--- config.mk ---
export PLATFORM = sky130hd
export DESIGN_NAME = rom_select_latch
export DESIGN_NICKNAME = d
export VERILOG_FILES = /design/src/rtl/rom_board_pkg.sv /design/src/rtl/io_write_capture.sv /design/src/rtl/rom_select_latch.sv
export SDC_FILE = /design/constraint.sdc
export NUM_CORES = 1
export LEC_CHECK = 0
export BUFFER_PORTS_ARGS = -buffer_cell sky130_fd_sc_hd__buf_4
export CAP_MARGIN = 20
export CORE_MARGIN = 4
export CORE_UTILIZATION = 45
export DETAILED_ROUTE_END_ITERATION = 16
export PLACE_DENSITY_LB_ADDON = 0.1
export SLEW_MARGIN = 5
export SYNTH_ARGS = -nofsm -noshare
export SYNTH_HDL_FRONTEND = slang
export SYNTH_SLANG_ARGS = --single-unit
--- constraint.sdc ---
create_clock -name CLK -period 3.65 [get_ports CLK]
set_input_delay 0.365 -clock CLK [delete_from_list [all_inputs] [get_ports CLK]]
set_output_delay 0.365 -clock CLK [all_outputs]
set_load 0.005 [all_outputs]
--- src/rtl/rom_board_pkg.sv ---
`default_nettype none
// ============================================================================
// Module   : rom_board_pkg
// Purpose  : Shared definitions for the Teensy35 ROM board CPLD output path:
//            the ROM-select capture FSM states, the address bit that decodes
//            the CPC upper-ROM select port, and the default slot window.
// Ports    : none (package)
// Revision : 1.0 - initial release
// ============================================================================
package rom_board_pkg;

  // Capture FSM states.
  typedef enum logic [1:0] {
    IDLE    = 2'd0,
    CAPTURE = 2'd1,
    COMMIT  = 2'd2
  } cap_state_t;

  // Address bit that must be low for a write to reach the ROM-select port
  // (&DFxx on the CPC).
  localparam int ROMSEL_PORT_ABIT = 13;

  // Default window: ROMs 0..15, with ROM 0 (BASIC) left to the CPC.
  localparam logic [7:0]  DEFAULT_SLOT_BASE   = 8'h00;
  localparam logic [15:0] DEFAULT_ENABLE_MASK = 16'hFFFE;

  // True when a ROM number falls inside the board's window and its slot is
  // enabled.
  function automatic logic rom_in_window(input logic [7:0]  num,
                                         input logic [3:0]  base_hi,
                                         input logic [15:0] mask);
    return (num[7:4] == base_hi) & mask[num[3:0]];
  endfunction

endpackage
`default_nettype wire

--- src/rtl/io_write_capture.sv ---
`default_nettype none
// ============================================================================
// Module   : io_write_capture
// Purpose  : Samples the Z80 bus once per clock, decodes I/O writes to the
//            upper-ROM select port and captures the written byte. A one-cycle
//            commit pulse is produced once the write strobe has been released.
// Ports    : clk, rst_n           - Z80 clock, async active-low reset
//            ioreq_b, wr_b, m1_b  - Z80 bus strobes (active low)
//            a13                  - port decode address bit
//            d                    - data bus
//            commit               - high for the single COMMIT cycle
//            cap                  - captured ROM number (valid with commit)
// Revision : 1.0 - initial release
// ============================================================================
module io_write_capture
  import rom_board_pkg::*;
(
  input  logic       clk,
  input  logic       rst_n,
  input  logic       ioreq_b,
  input  logic       wr_b,
  input  logic       m1_b,
  input  logic       a13,
  input  logic [7:0] d,
  output logic       commit,
  output logic [7:0] cap
);

  // Bus samples. These signals are already in the Z80 clock domain, so a
  // single register stage is enough.
  logic       r_ioreq_b_s;
  logic       r_wr_b_s;
  logic       r_m1_b_s;
  logic       r_a13_s;
  logic [7:0] r_d_s;

  logic       w_io_wr;
  cap_state_t r_state;
  cap_state_t w_state_nxt;
  logic [7:0] r_cap;

  always_ff @(posedge clk or negedge rst_n) begin
    if (!rst_n) begin
      r_ioreq_b_s <= 1'b0;
      r_wr_b_s    <= 1'b0;
      r_m1_b_s    <= 1'b0;
      r_a13_s     <= 1'b0;
      r_d_s       <= 8'h00;
    end else begin
      r_ioreq_b_s <= ioreq_b;
      r_wr_b_s    <= wr_b;
      r_m1_b_s    <= m1_b;
      r_a13_s     <= a13;
      r_d_s       <= d;
    end
  end

  // M1 high rejects interrupt-acknowledge cycles; the cleared reset value of
  // the M1 sample therefore also prevents a spurious write out of reset.
  assign w_io_wr = ~r_ioreq_b_s & ~r_wr_b_s & r_m1_b_s & ~r_a13_s;

  // An active write always leads to CAPTURE, regardless of current state, so
  // a strobe that starts during COMMIT is picked up without a gap.
  always_comb begin
    w_state_nxt = IDLE;
    case (r_state)
      IDLE:    w_state_nxt = w_io_wr ? CAPTURE : IDLE;
      CAPTURE: w_state_nxt = w_io_wr ? CAPTURE : COMMIT;
      COMMIT:  w_state_nxt = w_io_wr ? CAPTURE : IDLE;
      default: w_state_nxt = IDLE;
    endcase
  end

  // The byte is reloaded on every sampled strobe cycle, so the last value
  // before release is the one committed. Loading during COMMIT is harmless:
  // the consumer samples the old value on that same edge.
  always_ff @(posedge clk or negedge rst_n) begin
    if (!rst_n) begin
      r_state <= IDLE;
      r_cap   <= 8'h00;
    end else begin
      r_state <= w_state_nxt;
      if (w_io_wr) begin
        r_cap <= r_d_s;
      end
    end
  end

  assign commit = (r_state == COMMIT);
  assign cap    = r_cap;

endmodule
`default_nettype wire

--- src/rtl/rom_select_latch.sv ---
`default_nettype none
// ============================================================================
// Module   : rom_select_latch
// Purpose  : Tracks the CPC upper-ROM selection and drives the read-path
//            qualifiers for the Teensy35 ROM board: latched slot index,
//            romvalid, ROMDIS pre-drive and the 74245 output enable.
// Ports    : CLK, RESET_B            - Z80 clock, async active-low reset
//            IOREQ_B, WR_B, M1_B     - Z80 bus strobes (active low)
//            ROMEN_B                 - CPC ROM enable (active low)
//            A15, A14, A13           - address bits
//            D                       - data bus
//            rom_sel                 - latched slot index
//            romvalid                - selection is in window and enabled
//            romsel_wr               - one-clock pulse per committed write
//            romdis_pre              - ROMDIS drive through diode
//            bufoe_b                 - 74245 output enable (active low)
// Revision : 1.0 - initial release
// ============================================================================
module rom_select_latch
  import rom_board_pkg::*;
#(
  parameter logic [7:0]  SLOT_BASE   = DEFAULT_SLOT_BASE,
  parameter logic [15:0] ENABLE_MASK = DEFAULT_ENABLE_MASK
) (
  input  logic       CLK,
  input  logic       RESET_B,
  input  logic       IOREQ_B,
  input  logic       WR_B,
  input  logic       M1_B,
  input  logic       ROMEN_B,
  input  logic       A15,
  input  logic       A14,
  input  logic       A13,
  input  logic [7:0] D,
  output logic [3:0] rom_sel,
  output logic       romvalid,
  output logic       romsel_wr,
  output logic       romdis_pre,
  output logic       bufoe_b
);

  logic       w_commit;
  logic [7:0] w_cap;
  logic [3:0] r_rom_sel;
  logic       r_romvalid;

  io_write_capture u_capture (
    .clk     (CLK),
    .rst_n   (RESET_B),
    .ioreq_b (IOREQ_B),
    .wr_b    (WR_B),
    .m1_b    (M1_B),
    .a13     (A13),
    .d       (D),
    .commit  (w_commit),
    .cap     (w_cap)
  );

  // Slot index loads unconditionally on commit; only romvalid reflects
  // whether the board actually serves that ROM.
  always_ff @(posedge CLK or negedge RESET_B) begin
    if (!RESET_B) begin
      r_rom_sel  <= 4'h0;
      r_romvalid <= 1'b0;
    end else if (w_commit) begin
      r_rom_sel  <= w_cap[3:0];
      r_romvalid <= rom_in_window(w_cap, SLOT_BASE[7:4], ENABLE_MASK);
    end
  end

  assign rom_sel   = r_rom_sel;
  assign romvalid  = r_romvalid;
  assign romsel_wr = w_commit;

  // Read path is combinational from the raw pins for bus timing; only the
  // registered romvalid gates it. ROMEN_B is part of the OE term so the
  // buffer can never drive the bus outside a ROM read.
  assign romdis_pre = r_romvalid & A15 & A14;
  assign bufoe_b    = ~(~ROMEN_B & A15 & A14 & r_romvalid);

endmodule
`default_nettype wire
# Word level (Yosys, flattened, before mapping)
# Memories as Yosys holds them, arrays and structs flattened.
# Cells that the tools add are included.
[op_classes]
order_cmp = 1
eq_ne = 2
n_mux = 4
bitwise_logic = 14
n_reduce_logical = 3
[op_table]
columns = ["cell", "n"]
rows = [
  ["$and A1 B1 Y1", 9],
  ["$lt A4 B5 Y1 const B", 1],
  ["$not A1 Y1", 5],
  ["$logic_not A4 Y1", 1],
  ["$pmux W2 S2", 1],
  ["$eq A2 B1 Y1 const B", 1],
  ["$eq A2 B2 Y1 const B", 1],
  ["$logic_not A2 Y1", 1],
  ["$mux W1", 2],
  ["$mux W2", 1],
  ["$reduce_or A2 Y1", 1],
]
[totals]
ff_bits = 27
rom_bits = 16
inputBits = 17
out_inout_bits = 8
mem_count = 1
[memory_table]
columns = ["memory", "depth", "word_bits", "rd", "rd_clocked_by_memory_dff", "wr", "line", "text"]
rows = [
  ["(name not given)", 16, 1, 1, 0, 0, "rom_board_pkg.sv:32", "return (num[7:4] == base_hi) & mask[num[3:0]];"],
]

# Longest topological paths before layout
[logic_depth]
depth_word = 6
ltp_mapped = 4
ltp_nobuf = 3

# Hierarchy
# From an unflattened synthesis, not the netlist that was laid out.
[unflattened]
hier_cells = 49
hier_area_um2 = 897.1
[modules_own_cells]
columns = ["mod", "n_inst", "cells_per_inst", "area_each_um2", "seq_area_each_um2"]
rows = [
  ["io_write_capture", 1, 34, 685.7, 550.5],
  ["rom_select_latch", 1, 15, 211.5, 125.1],
]

# Least setup slack after synthesis
# Ideal clock, no wire load.
[synth_timing]
path_type = "reg2reg"
start = "register u_capture.r_a13_s"
end = "register u_capture.r_cap[0], in the netlist u_capture.cap[0]"
t_arrival_ps = 1260
slack_ps = 2266
path_stages_with_launch = 3
period_less_slack_ps = 1384
cell_sequence = "dfrtp_1 nor4b_4 mux2_2"
[synth_via]
elab_chain_len = 2
[synth_lines]
columns = ["element", "line", "text"]
rows = [
  ["from (decl)", "io_write_capture.sv:34", "logic r_a13_s;"],
  ["from (signal assigned)", "io_write_capture.sv:47", "r_a13_s <= 1'b0;"],
  ["from (signal assigned)", "io_write_capture.sv:53", "r_a13_s <= a13;"],
  ["$not A1 Y1", "io_write_capture.sv:60", "assign w_io_wr = ~r_ioreq_b_s & ~r_wr_b_s & r_m1_b_s & ~r_a13_s;"],
  ["$and A1 B1 Y1", "io_write_capture.sv:60", ""],
  ["to (signal assigned)", "io_write_capture.sv:84", "r_cap <= r_d_s;"],
  ["to (decl)", "io_write_capture.sv:40", "logic [7:0] r_cap;"],
]
# No other way between the ends.
# A chain may end at the register's enable or synchronous reset.

# Worst setup path in the final report
[layout_timing]
start = "register u_capture.r_state[0]"
end = "output port romsel_wr"
[layout_via]
elab_chain_len = 1
[layout_lines]
columns = ["element", "line", "text"]
rows = [
  ["from (decl)", "io_write_capture.sv:38", "cap_state_t r_state;"],
  ["from (signal assigned)", "io_write_capture.sv:82", "r_state <= w_state_nxt;"],
  ["$eq A2 B2 Y1", "io_write_capture.sv:89", "assign commit = (r_state == COMMIT);"],
  ["to (decl)", "rom_select_latch.sv:37", "output logic romsel_wr,"],
]
# No other way between the ends.

==> metrics.txt <==
initial DRC count=1; Gate Count Post-Synth=51; I/O Buffers=24; via count of the routed design=490; reg-to-reg endpoint=u_capture.cap[6]; max-slew violations=0; clk root buf=clkbuf_4; dpl ws=2120 ps; Max-slew headroom=57.83%; Worst VDD drop=0.0003437 V; Post-Layout Inst Area=1144 sq um; Worst-Margin Slew=629.8 ps; I/O pins=25; dpl hpwl=1012 um; post-synthesis sequential area ratio=75.10%; synthesized net count=68; Pwr per Cell Area=511.7 nW/um^2; Rows=15; Longest Clk Path Bufs=2; router iterations before antenna repair=2; fmax=654.2 MHz; final setup margin=2121 ps; drt wl/cell=12.86 um; Seq cells post-synth=27; gr ovfl total=0; Die Wd=52.71 um; final wirelength=1337 um; post-layout min period=1529 ps; Final setup violation count=0; status=finished clean; Yosys cell types=13; Core ar.=1802 sq um; initial antenna violation count=0; commonest non-fill, non-tap cell in the layout=dfrtp_1; Die H=52.71 um; # Max-Cap Violations=0; Worst Setup EP=romsel_wr; Final ANT Viol Nets=0; DRC Markers=0; CTS Buf Count=3; first-pass GRT wire length=2242 um; H-tree levels=1; reg2reg start=u_capture.r_a13_s; Synth Area per Inst=17.64 sq um; Mapped Area=899.6 sq um; part of the cycle the worst path needs=41.88%; area delta synth->final=27.12%; worst r2r path cells=2; number of global-route vias before repair=512; most frequent cells in the layout=27 x dfrtp_1, 24 x buf_4, 12 x mux2_2; CTS tree=yes; Total GRT Usage=11.20%; r2r setup slk=2130 ps; clk_skew=5.664 ps; Leak=0.0005452 uW; Worst Setup SP=u_capture.r_state[0]; Post-CTS Setup Bufs=0; post-DR vias/cell=4.712; setup_tns=0 ps; GPL Wtd Cong=0.6746; WP data arrival=1160 ps; Setup Crit Path Kind=flip-flop to output pin; share of post-route cells with drive strength above 1=50.63%; Hold Crit Start=D[1]; Clock Sinks=27; final net count=97; Initial Util=49.93%; clock-pin slew on the worst setup and hold paths=130 ps; critical path endpoint category=output pin; RSZ-0062 raised after global routing=no; WHS=149.9 ps; worst-path maximum fanout=7; post-placement cell area=1107 sq um; CP startpoint kind=flip-flop; worst endpoint required time=3280 ps; YS warnings=0; Ant. Diodes=0; Worst-Skew Late Latency=310 ps; HP Class=primary input to flip-flop; final hold violations=0; filler instances=149; die area=2778 sq um; pin count of the biggest net entering global routing=28
-- layer usage --
layer | share of wire [%] | vias to the layer above | global-route usage, % | routed length [um]
met5 | 0 | - | 0 | 0
met4 | 0 | 0 | 3.830 | 0
met3 | 8.7 | 0 | 3.419 | 116
met2 | 46 | 18 | 18.80 | 620
met1 | 45 | 238 | 13.52 | 601
li1 | - | 234 | - | -
-- flip-flops by register name, summed over array words and instances (netlist names) --
signal,count
romvalid,1
u_capture.r_state,2
u_capture.r_wr_b_s,1
rom_sel,4
u_capture.r_d_s,8
u_capture.r_m1_b_s,1
u_capture.r_a13_s,1
u_capture.r_ioreq_b_s,1
u_capture.cap,8
-- worst min path at each step --
stage	end	slack, ps	cells past startpoint
final	u_capture.r_d_s[1]	150	1
after global routing	u_capture.r_ioreq_b_s	120	1
after CTS	u_capture.r_d_s[1]	140	1
after detailed placement	u_capture.r_ioreq_b_s	290	1
after global placement	u_capture.r_m1_b_s	290	1
after floorplan	rom_sel[0]	70	0
-- Yosys cell counts --
master	n	area share (%)
clkbuf_1	1	0.42
nor3b_1	1	0.83
nor4b_4	1	2.6
nor4_1	1	0.70
inv_1	1	0.42
o21ai_0	1	0.56
nand2b_1	2	1.4
dfrtp_1	27	75
o41ai_1	1	0.97
mux2_2	12	15
a21boi_0	1	0.83
nand2_1	1	0.42
and3_1	1	0.70
-- stage by stage --
stage,instances,utilization [%],power [uW]
2_1_floorplan,51,-,411.5
3_3_place_gp,99,61.46,468.2
3_5_place_dp,99,61.46,473.5
4_1_cts,104,63.47,595.5
5_1_grt,104,63.47,622.1
6_report,104,63.47,585.1
-- cell families (layout without fill, tap and decap cells) --
logic type	count (synthesis)	after routing	share of synthesized area, %
flops	27	27	75.10
simple gates	7	7	6.676
mux	12	12	15.02
compound gates	3	3	2.364
buf+inv	2	30	0.8337
-- critical path, stage by stage (launching register included) --
cell,delay [ps]
dfrtp_1,400
nand2b_1,260
inv_1,90
buf_4,110
-- final cells by class --
class,instances,area (sq um),share of cell area [%]
tap,25,31.28,2.735
multi-input combinational,22,216.5,18.93
clock buffer,4,26.28,2.298
inverter,1,3.754,0.3282
sequential,27,675.6,59.08
timing repair buffer,25,190.2,16.63
-- where the power goes --
group          switching, uW  internal [uW]  total (uW)
Clock                   78.1           42.6         121
Combinational           29.3           65.4        94.8
Sequential              25.3            344         370
-- what timing repair did --
item,CTS,global route
gates resized for setup,0,0
hold buffers,1,0
endpoints found under the hold margin,27,0
endpoints found under the setup margin,0,0
(Power assumes the default switching activity.)
